[config.mk]
export PLATFORM = sky130hd
export DESIGN_NAME = vga_sync_gen
export DESIGN_NICKNAME = d
export VERILOG_FILES = /design/src/rtl/vga_timing_pkg.sv /design/src/rtl/vga_sync_gen_mod_counter.sv /design/src/rtl/vga_sync_gen.sv
export SDC_FILE = /design/constraint.sdc
export NUM_CORES = 1
export LEC_CHECK = 0
export CORE_AREA = 2 2 64 66
export DETAILED_ROUTE_END_ITERATION = 16
export DIE_AREA = 0 0 66 68
export HOLD_SLACK_MARGIN = 0.12
export PLACE_DENSITY = 0.76
export SYNTH_ARGS = -nofsm -noshare
export SYNTH_HDL_FRONTEND = slang
export SYNTH_SLANG_ARGS = --single-unit
[constraint.sdc]
create_clock -name clock -period 2.8 [get_ports clock]
set_input_delay 0.28 -clock clock [delete_from_list [all_inputs] [get_ports clock]]
set_output_delay 0.28 -clock clock [all_outputs]
set_load 0.01 [all_outputs]
[src/rtl/vga_timing_pkg.sv]
// 640x480@60 Hz VGA timing constants shared by the sync generator and the
// renderer, plus a small range helper for the sync windows.
package vga_timing_pkg;

  localparam int CLK_DIV   = 4;    // 100 MHz board clock -> 25 MHz pixel rate
  localparam int H_DISPLAY = 640;
  localparam int H_FRONT   = 16;
  localparam int H_SYNC    = 96;
  localparam int H_BACK    = 48;
  localparam int V_DISPLAY = 480;
  localparam int V_FRONT   = 10;
  localparam int V_SYNC    = 2;
  localparam int V_BACK    = 33;
  localparam logic SYNC_ACTIVE = 1'b0;

  localparam int H_TOTAL = H_DISPLAY + H_FRONT + H_SYNC + H_BACK;  // 800
  localparam int V_TOTAL = V_DISPLAY + V_FRONT + V_SYNC + V_BACK;  // 525

  // Sync pulses cover [START, END) in counter coordinates
  localparam int H_SYNC_START = H_DISPLAY + H_FRONT;               // 656
  localparam int H_SYNC_END   = H_SYNC_START + H_SYNC;             // 752
  localparam int V_SYNC_START = V_DISPLAY + V_FRONT;               // 490
  localparam int V_SYNC_END   = V_SYNC_START + V_SYNC;             // 492

  // True when lo <= v < hi
  function automatic logic in_span(input logic [9:0] v, input int lo, input int hi);
    return (v >= 10'(lo)) && (v < 10'(hi));
  endfunction

endpackage

[src/rtl/vga_sync_gen_mod_counter.sv]
// Modulo-N counter with enable. wrap is combinational so several instances
// can be chained into a single-edge carry chain (divider -> x -> y).
module mod_counter #(
  parameter int N     = 4,
  parameter int WIDTH = 2
) (
  input  logic             clock,
  input  logic             reset,
  input  logic             en,
  output logic [WIDTH-1:0] count,
  output logic             wrap
);

  assign wrap = en && (count == WIDTH'(N - 1));

  // Advance on enable, returning to zero after N-1
  always_ff @(posedge clock or negedge reset) begin
    if (!reset) begin
      count <= '0;
    end else if (en) begin
      count <= wrap ? '0 : count + 1'b1;
    end
  end

endmodule

[src/rtl/vga_sync_gen.sv]
// VGA timing generator: divides the board clock to the pixel rate, runs the
// x/y raster counters, and re-times the renderer colour together with
// hsync/vsync so all connector pins change on the same clock edge, one pixel
// period behind the counters.
module vga_sync_gen
  import vga_timing_pkg::*;
#(
  parameter int   CLK_DIV     = vga_timing_pkg::CLK_DIV,
  parameter int   H_DISPLAY   = vga_timing_pkg::H_DISPLAY,
  parameter int   H_FRONT     = vga_timing_pkg::H_FRONT,
  parameter int   H_SYNC      = vga_timing_pkg::H_SYNC,
  parameter int   H_BACK      = vga_timing_pkg::H_BACK,
  parameter int   V_DISPLAY   = vga_timing_pkg::V_DISPLAY,
  parameter int   V_FRONT     = vga_timing_pkg::V_FRONT,
  parameter int   V_SYNC      = vga_timing_pkg::V_SYNC,
  parameter int   V_BACK      = vga_timing_pkg::V_BACK,
  parameter logic SYNC_ACTIVE = vga_timing_pkg::SYNC_ACTIVE
) (
  input  logic       clock,
  input  logic       reset,
  input  logic [3:0] objRed,
  input  logic [3:0] objGreen,
  input  logic [3:0] objBlue,
  output logic [9:0] pixelX,
  output logic [9:0] pixelY,
  output logic       pixel_tick,
  output logic       video_on,
  output logic       frame_tick,
  output logic       hsync,
  output logic       vsync,
  output logic [3:0] vgaRed,
  output logic [3:0] vgaGreen,
  output logic [3:0] vgaBlue
);

  localparam int H_TOTAL      = H_DISPLAY + H_FRONT + H_SYNC + H_BACK;
  localparam int V_TOTAL      = V_DISPLAY + V_FRONT + V_SYNC + V_BACK;
  localparam int H_SYNC_START = H_DISPLAY + H_FRONT;
  localparam int H_SYNC_END   = H_SYNC_START + H_SYNC;
  localparam int V_SYNC_START = V_DISPLAY + V_FRONT;
  localparam int V_SYNC_END   = V_SYNC_START + V_SYNC;
  localparam int DIV_W        = (CLK_DIV > 1) ? $clog2(CLK_DIV) : 1;

  // The counters are 10 bits wide, and the colour needs a settle clock
  // before it is sampled, so the divider must be at least 2.
  if (H_TOTAL > 1024) begin : g_h_total_too_big
    $error("vga_sync_gen: H_TOTAL exceeds 1024");
  end
  if (V_TOTAL > 1024) begin : g_v_total_too_big
    $error("vga_sync_gen: V_TOTAL exceeds 1024");
  end
  if (CLK_DIV < 2) begin : g_clk_div_too_small
    $error("vga_sync_gen: CLK_DIV must be at least 2");
  end

  logic [DIV_W-1:0] div;
  logic             div_wrap;
  logic             h_wrap;
  logic             v_wrap;

  mod_counter #(.N(CLK_DIV), .WIDTH(DIV_W)) u_div (
    .clock (clock),
    .reset (reset),
    .en    (1'b1),
    .count (div),
    .wrap  (div_wrap)
  );

  mod_counter #(.N(H_TOTAL), .WIDTH(10)) u_h (
    .clock (clock),
    .reset (reset),
    .en    (div_wrap),
    .count (pixelX),
    .wrap  (h_wrap)
  );

  mod_counter #(.N(V_TOTAL), .WIDTH(10)) u_v (
    .clock (clock),
    .reset (reset),
    .en    (h_wrap),
    .count (pixelY),
    .wrap  (v_wrap)
  );

  // Last clock of the last pixel of the frame: the edge that ends it wraps both counters
  assign frame_tick = v_wrap;
  assign video_on   = (pixelX < 10'(H_DISPLAY)) && (pixelY < 10'(V_DISPLAY));

  // Registered one clock early so pixel_tick is high exactly while div == CLK_DIV-1
  always_ff @(posedge clock or negedge reset) begin
    if (!reset) begin
      pixel_tick <= 1'b0;
    end else begin
      pixel_tick <= (div == DIV_W'(CLK_DIV - 2));
    end
  end

  // Connector stage: colour and syncs for the pixel just finished, loaded together
  always_ff @(posedge clock or negedge reset) begin
    if (!reset) begin
      hsync    <= ~SYNC_ACTIVE;
      vsync    <= ~SYNC_ACTIVE;
      vgaRed   <= 4'h0;
      vgaGreen <= 4'h0;
      vgaBlue  <= 4'h0;
    end else if (div_wrap) begin
      hsync    <= in_span(pixelX, H_SYNC_START, H_SYNC_END) ? SYNC_ACTIVE : ~SYNC_ACTIVE;
      vsync    <= in_span(pixelY, V_SYNC_START, V_SYNC_END) ? SYNC_ACTIVE : ~SYNC_ACTIVE;
      vgaRed   <= video_on ? objRed   : 4'h0;
      vgaGreen <= video_on ? objGreen : 4'h0;
      vgaBlue  <= video_on ? objBlue  : 4'h0;
    end
  end

endmodule
==> impl_metrics.tcl, run 1 <==
set metrics [dict create \
    htree_levels 2 \
    ys_types 34 \
    synth.area.top_cells "dfrtp_1 50%, inv_1 4.5%, xnor2_1 4.5%, ha_1 4.3%, nand2_1 4.3%" \
    startpoint_type "flip-flop" \
    final_nets 254 \
    syn_area_um2 1740 \
    ys_warn_count 0 \
    grt_max_degree 38 \
    path_class "reg -> out" \
    drv_cap 0 \
    diodes 0 \
    synthArstFlopShare 1.00 \
    dp_cells 277 \
    grt_pass1_wl_um 6150 \
    die_y_um 68 \
    finClkSkew_ps 9.15 \
    crit_fanout 8 \
    synth_top_area_share 0.503 \
    status "finished, final reports clean" \
    viasPerCell 5.03 \
    cts-root-buf "clkbuf_8" \
    antenna_left 0 \
    syn_inst 181 \
    syn2layout_area_growth_pct 40.1 \
    worstReg2RegStart "u_h.count[6]$_DFFE_PN0N_" \
    fp.dieW_um 66 \
    startpoint "u_h.count[6]$_DFFE_PN0N_" \
    start_util 0.452 \
    hold_violations 0 \
    ir_drop_mv 0.227 \
    ys_seq_area_frac 0.533 \
    finalCritPeriodShare 0.978 \
    track_usage 0.183 \
    postSynthAreaPerCell_um2 9.63 \
    slew_viol_final 0 \
    hold_path.class "in -> async" \
    wl_um 3870 \
    grt-ovfl-total 0 \
    final_cell_area_um2 2440 \
    fmax_mhz 365 \
    worstMarginPinSlew_ps 770 \
    totalPowerFinal_mw 1.15 \
    die_area_um2 4490 \
    firstDrtPassIters 4 \
    dp_hpwl_um 2790 \
    p_leak_nw 1.07 \
    yosysTopAreaCell "dfrtp_1" \
    powerDensity_nw_per_um2 471 \
    final-setup-viol-count 0 \
    clock_sinks 37 \
    end_kind "output port" \
    rr_worst_depth 4 \
    antenna_found_initial 0 \
    synth_edf_count 0 \
    place.gp.congestion 0.785 \
    postCtsSetupBuffers 0 \
    synth-seq-cells 37 \
    postCtsHoldBufs 0 \
    holdWs_ps 413 \
    drive_gt1_frac 0.0851 \
    numPortBuffers 50 \
    cts_made_buffers 5 \
    post-route-min-period_ps 2740 \
    route.detailed.drc 0 \
    rsz0062_at_grt "false" \
    vias 1434 \
    cts_buffer_depth 2 \
    drtIter0Drc 54 \
    core_um2 3860 \
    slew_headroom 0.483 \
    cp.arrival_ps 2460 \
    cts_tree "yes" \
    io_pins 51 \
    worstPathRequired_ps 2520 \
    insertion_delay_ps 290 \
    syn_nets 201 \
    synth.most_common_cell "dfrtp_1" \
    final.setup.tns_ps 0 \
    rows 23 \
    dpl-instance-area_um2 2300 \
    synth_commonest_cells "35 x dfrtp_1, 21 x inv_1, 20 x nand2_1, 13 x nor2_1, 12 x o22ai_1" \
    routedWlPerCell_um 13.6 \
    final_cells 285 \
    grt_pass1_vias 1324 \
    path_clk_slew_ps 80 \
    synth_flop_cell "dfrtp_1" \
]
## registers in the layout (all words and copies together), names as in the netlist
signal	cells
u_h.count	10
u_v.count	10
vgaBlue	4
vgaGreen	4
vgaRed	4
u_div.count	2
hsync	1
pixel_tick	1
vsync	1
## area by class of cell
| type | count | area (µm²) |
|---|---|---|
| fillers | 345 | 1420 |
| flip-flops and latches | 37 | 928 |
| multi-input cells | 114 | 699 |
| repair buffers | 55 | 538 |
| inverters | 21 | 78.8 |
| clock buffers | 5 | 68.8 |
| clock inverters | 3 | 65.1 |
| well taps | 50 | 62.6 |
## critical path, cell delays in order, from the launching register on
cell and delay [ps]:
dfrtp_1 450, or4b_4 610, or3_4 390, nor2_1 170, clkdlybuf4s50_1 560
## metal layers
metal,vias to the layer above,GRT usage,routed length (µm),part of all wire
met5,-,0,0,0
met4,0,0.0740,55,0.014
met3,5,0.0444,140,0.036
met2,30,0.280,1880,0.49
met1,684,0.251,1790,0.46
li1,715,-,-,-
## cells by family (layout without fill, tap and decap cells)
| family | count (synthesis) | after routing | synth area share |
|---|---|---|---|
| simple gates | 72 | 72 | 0.207 |
| flops | 37 | 37 | 0.533 |
| buf+inv | 30 | 84 | 0.0711 |
| compound gates | 22 | 22 | 0.0754 |
| xor+xnor | 13 | 13 | 0.0653 |
| fa+ha+maj | 6 | 6 | 0.0431 |
| mux | 1 | 1 | 0.00574 |
## per-stage QoR
stage / setup WS, ps / utilization
finish: 60.8 / 0.633
detailed placement: 258 / 0.596
CTS: 61.2 / 0.633
global route: 9.36 / 0.633
floorplan: 525 / -
global placement: 269 / 0.596
## report_power, final
group	switching, mW	internal, mW	total, mW	leakage, nW
Sequential	0.00428	0.543	0.547	0.468
Combinational	0.0251	0.0359	0.0610	0.529
Clock	0.187	0.354	0.541	0.0681
Total	0.216	0.933	1.15	1.07
## repair_timing
| action | CTS | global route |
|---|---|---|
| gates resized for setup | 2 | 0 |
| hold endpoints to repair | 0 | 0 |
| setup endpoints to repair | 1 | 0 |
## final timing paths
check | slack [ps] | end
max | 60 | frame_tick
min | 410 | vgaGreen[2]$_DFFE_PN0N_
max reg2reg | 620 | u_v.count[9]$_DFFE_PN0N_
min reg2reg | 450 | u_div.count[0]$_DFF_PN0_
max in group asynchronous | 2030 | hsync$_DFFE_PN1N_
min in group clock | 450 | u_div.count[0]$_DFF_PN0_
## placed cells by master (no fill, tap or decap), drive strengths merged
| cell type | Yosys | routed |
|---|---|---|
| nor2 | 13 | 13 |
| clkdlybuf4s50 | 0 | 50 |
| and2 | 1 | 1 |
| nor4 | 3 | 3 |
| xor2 | 4 | 4 |
| inv | 21 | 21 |
| o31ai | 1 | 1 |
| or2 | 1 | 1 |
| a31oi | 1 | 1 |
| nand2 | 20 | 20 |
| clkbuf | 6 | 5 |
| and3 | 3 | 3 |
| nand4 | 6 | 6 |
| ha | 6 | 6 |
| buf | 3 | 5 |
| o211ai | 1 | 1 |
| nand4b | 1 | 1 |
| o21ai | 4 | 4 |
| or4 | 1 | 1 |
| dfstp | 2 | 2 |
| mux2i | 1 | 1 |
| or3 | 1 | 1 |
| nand3 | 10 | 10 |
| or4b | 2 | 2 |
| xnor2 | 9 | 9 |
| a21oi | 3 | 3 |
| bufinv | 0 | 2 |
| nand3b | 1 | 1 |
| nor3 | 7 | 7 |
| dfrtp | 35 | 35 |
| o22ai | 12 | 12 |
| nor2b | 2 | 2 |
| clkinv | 0 | 1 |
No activity file was read; power rests on OpenSTA's default activity.
==> run 2, diff against run 1 <==
--- a/config.mk
+++ b/config.mk
@@ -5,11 +5,14 @@
 export SDC_FILE = /design/constraint.sdc
 export NUM_CORES = 1
 export LEC_CHECK = 0
-export CORE_AREA = 2 2 64 66
+export CELL_PAD_IN_SITES_DETAIL_PLACEMENT = 1
+export CELL_PAD_IN_SITES_GLOBAL_PLACEMENT = 2
+export CORE_AREA = 2 2 83 85
 export DETAILED_ROUTE_END_ITERATION = 16
-export DIE_AREA = 0 0 66 68
+export DIE_AREA = 0 0 85 87
 export HOLD_SLACK_MARGIN = 0.12
-export PLACE_DENSITY = 0.76
+export PLACE_DENSITY = 0.77
 export SYNTH_ARGS = -nofsm -noshare
 export SYNTH_HDL_FRONTEND = slang
+export SYNTH_HIERARCHICAL = 1
 export SYNTH_SLANG_ARGS = --single-unit
==> run 2 against run 1 <==
Compared with the run above: clock skew about the same; sequential power increased by 41%; total power up 58%; area after synthesis grew 14%; flip-flop and latch count is the same; non-clock buffer count unchanged; register-to-register slack improved by 80 ps; die area increased by 65%; global-route usage down 4.1 points; setup slack improved by 120 ps; first-iteration DRC count decreased by 13%; critical path type unchanged; largest cell class is now multi-input combinational cells.
==> impl_metrics.tcl, run 2 <==
set metrics [dict create \
    status "finished, final reports clean" \
    pwr-share-seq 0.426 \
    viasPerCell 4.91 \
    routedWlPerCell_um 15.7 \
    drv_cap 0 \
    slew_headroom 0.426 \
    final_nets 247 \
    hold_violations 0 \
    top_regs "u_h/count x10, u_v/count x10" \
    antenna_found_initial 0 \
    crit_fanout 4 \
    firstDrtPassIters 4 \
    grt_pass1_wl_um 8300 \
    final-setup-viol-count 0 \
    ir_drop_mv 0.294 \
    synth.area.top_cells "dfrtp_1 44%, o41ai_2 7.4%, nand2b_1 4.1%, xnor2_1 4.0%, nand2_1 3.8%" \
    fill_cells 733 \
    wl_um 4870 \
    powerDensity_nw_per_um2 696 \
    synth_top_area_share 0.442 \
    start_util 0.302 \
    fmax_mhz 382 \
    cp.arrival_ps 2340 \
    p_leak_nw 1.10 \
    syn2layout_area_growth_pct 31.8 \
    combPwrFrac 0.373 \
    grt_pass1_vias 1612 \
    seq_area_um2 928 \
    p_int_mw 1.25 \
    grt-ovfl-total 0 \
    drtIter0Drc 47 \
    slew_viol_final 0 \
    ys_seq_area_frac 0.469 \
    place.gp.congestion 0.740 \
    path_clk_slew_ps 70 \
    hold_path.class "in -> async" \
    post-place-ws_ps 409 \
    worstReg2RegEnd "u_v/count[9]$_DFFE_PN0P_" \
    ys_types 46 \
    dp_hpwl_um 3210 \
    syn_area_um2 1980 \
    drive_gt1_frac 0.157 \
    synth.most_common_cell "dfrtp_1" \
    antenna_left 0 \
    grt_max_degree 38 \
    cts_buffer_depth 2 \
    postCtsHoldBufs 0 \
    htree_levels 2 \
    worstPathRequired_ps 2520 \
    yosysTopAreaCell "dfrtp_1" \
    cts_resized 0 \
    insertion_delay_ps 290 \
    core_um2 6570 \
    post-route-util 0.398 \
    end_kind "output port" \
    worstMarginPinSlew_ps 861 \
    diodes 0 \
    postSynthAreaPerCell_um2 11.3 \
    ys_warn_count 6 \
    io_pins 51 \
    postCtsSetupBuffers 0 \
    startpoint_type "flip-flop" \
    cts_made_buffers 5 \
    vias 1521 \
    synthArstFlopShare 1.00 \
    switching_power_uw 572 \
    netSwitchingFraction 0.315 \
    track_usage 0.142 \
    fp.dieW_um 85 \
    rows 30 \
    reg2reg_slack_ps 700 \
    layout_commonest_cell "clkdlybuf4s50_1" \
    worstReg2RegStart "u_div/count[0]$_DFFE_PN0P_" \
    rr_worst_depth 8 \
    clkPwrFrac 0.201 \
    die_y_um 87 \
    cts-root-buf "clkbuf_8" \
    path_class "reg -> out" \
    finalCritPeriodShare 0.935 \
    rsz0062_at_grt "false" \
    totalPowerFinal_mw 1.82 \
    final.setup.tns_ps 0 \
    setup_ws_ps 181 \
    numPortBuffers 50 \
    post-route-min-period_ps 2620 \
    multiInputGateArea_um2 955 \
    synth-seq-cells 37 \
    cts_tree "yes" \
    route.detailed.drc 0 \
    die_area_um2 7400 \
    synth_flop_cell "dfrtp_1" \
    final_cell_mix "49 x clkdlybuf4s50_1, 35 x dfrtp_1, 20 x nand2_1" \
    clock_sinks 37 \
    synth_edf_count 0 \
    syn_inst 176 \
    synth_commonest_cells "35 x dfrtp_1, 20 x nand2_1, 13 x nand2b_1, 9 x o41ai_2, 9 x xnor2_1" \
    finClkSkew_ps 9.42 \
]
==> run 2: layer usage <==
metal / global-route usage / up-vias / wire length (µm)
li1: - / 740 / -
met1: 0.198 / 744 / 2380
met2: 0.212 / 33 / 2180
met3: 0.0436 / 4 / 263
met4: 0.0433 / 0 / 57
met5: 0 / - / 0
==> run 2: per-stage QoR <==
step | cell area, µm² | hold slack [ps] | std cells
floorplan | 1990 | -15.6 | 178
global placement | 2530 | 449 | 302
detailed placement | 2530 | 451 | 302
CTS | 2610 | 141 | 310
global route | 2610 | 170 | 310
finish | 2610 | 107 | 310
==> run 2: power groups by stage <==
stage	Clock (mW)	Combinational, mW	Sequential, mW
after floorplan	0	0.308	0.824
after global placement	0	0.674	0.778
after detailed placement	0	0.684	0.785
after CTS	0.381	0.692	0.776
after global routing	0.404	0.750	0.801
final	0.365	0.679	0.774
==> run 2: worst max-delay path by stage <==
| stage | start | to | slack [ps] | depth (start not counted) |
|---|---|---|---|---|
| global placement | u_h/count[0]$_DFFE_PN0P_ | frame_tick | 460 | 6 |
| floorplan | u_div/count[0]$_DFFE_PN0P_ | frame_tick | 630 | 9 |
| CTS | u_h/count[0]$_DFFE_PN0P_ | frame_tick | 100 | 6 |
| finish | u_div/count[0]$_DFFE_PN0P_ | frame_tick | 180 | 7 |
| global route | u_div/count[0]$_DFFE_PN0P_ | frame_tick | 20 | 7 |
| detailed placement | u_h/count[0]$_DFFE_PN0P_ | frame_tick | 410 | 6 |
==> run 2: cells by family after synthesis <==
logic type,synth area share
flops,0.469
simple gates,0.241
mux,0.0189
compound gates,0.132
buf+inv,0.0543
other cells,0.00189
fa+ha+maj,0.0253
xor+xnor,0.0575
==> run 2: area by class of cell <==
| cell class | instances | share of cell area |
|---|---|---|
| well taps | 80 | 0.0383 |
| clock buffers | 8 | 0.0307 |
| multi-input cells | 126 | 0.366 |
| repair buffers | 55 | 0.204 |
| flip-flops and latches | 37 | 0.356 |
| inverters | 4 | 0.00575 |
==> run 2: worst max-delay path, cell delays in order (launching register included) <==
cell and delay [ps]:
dfrtp_1 380, ha_1 170, and2_2 160, nand4_2 160, nor3b_4 270, nand4_2 90, and4bb_1 280, clkdlybuf4s50_1 540
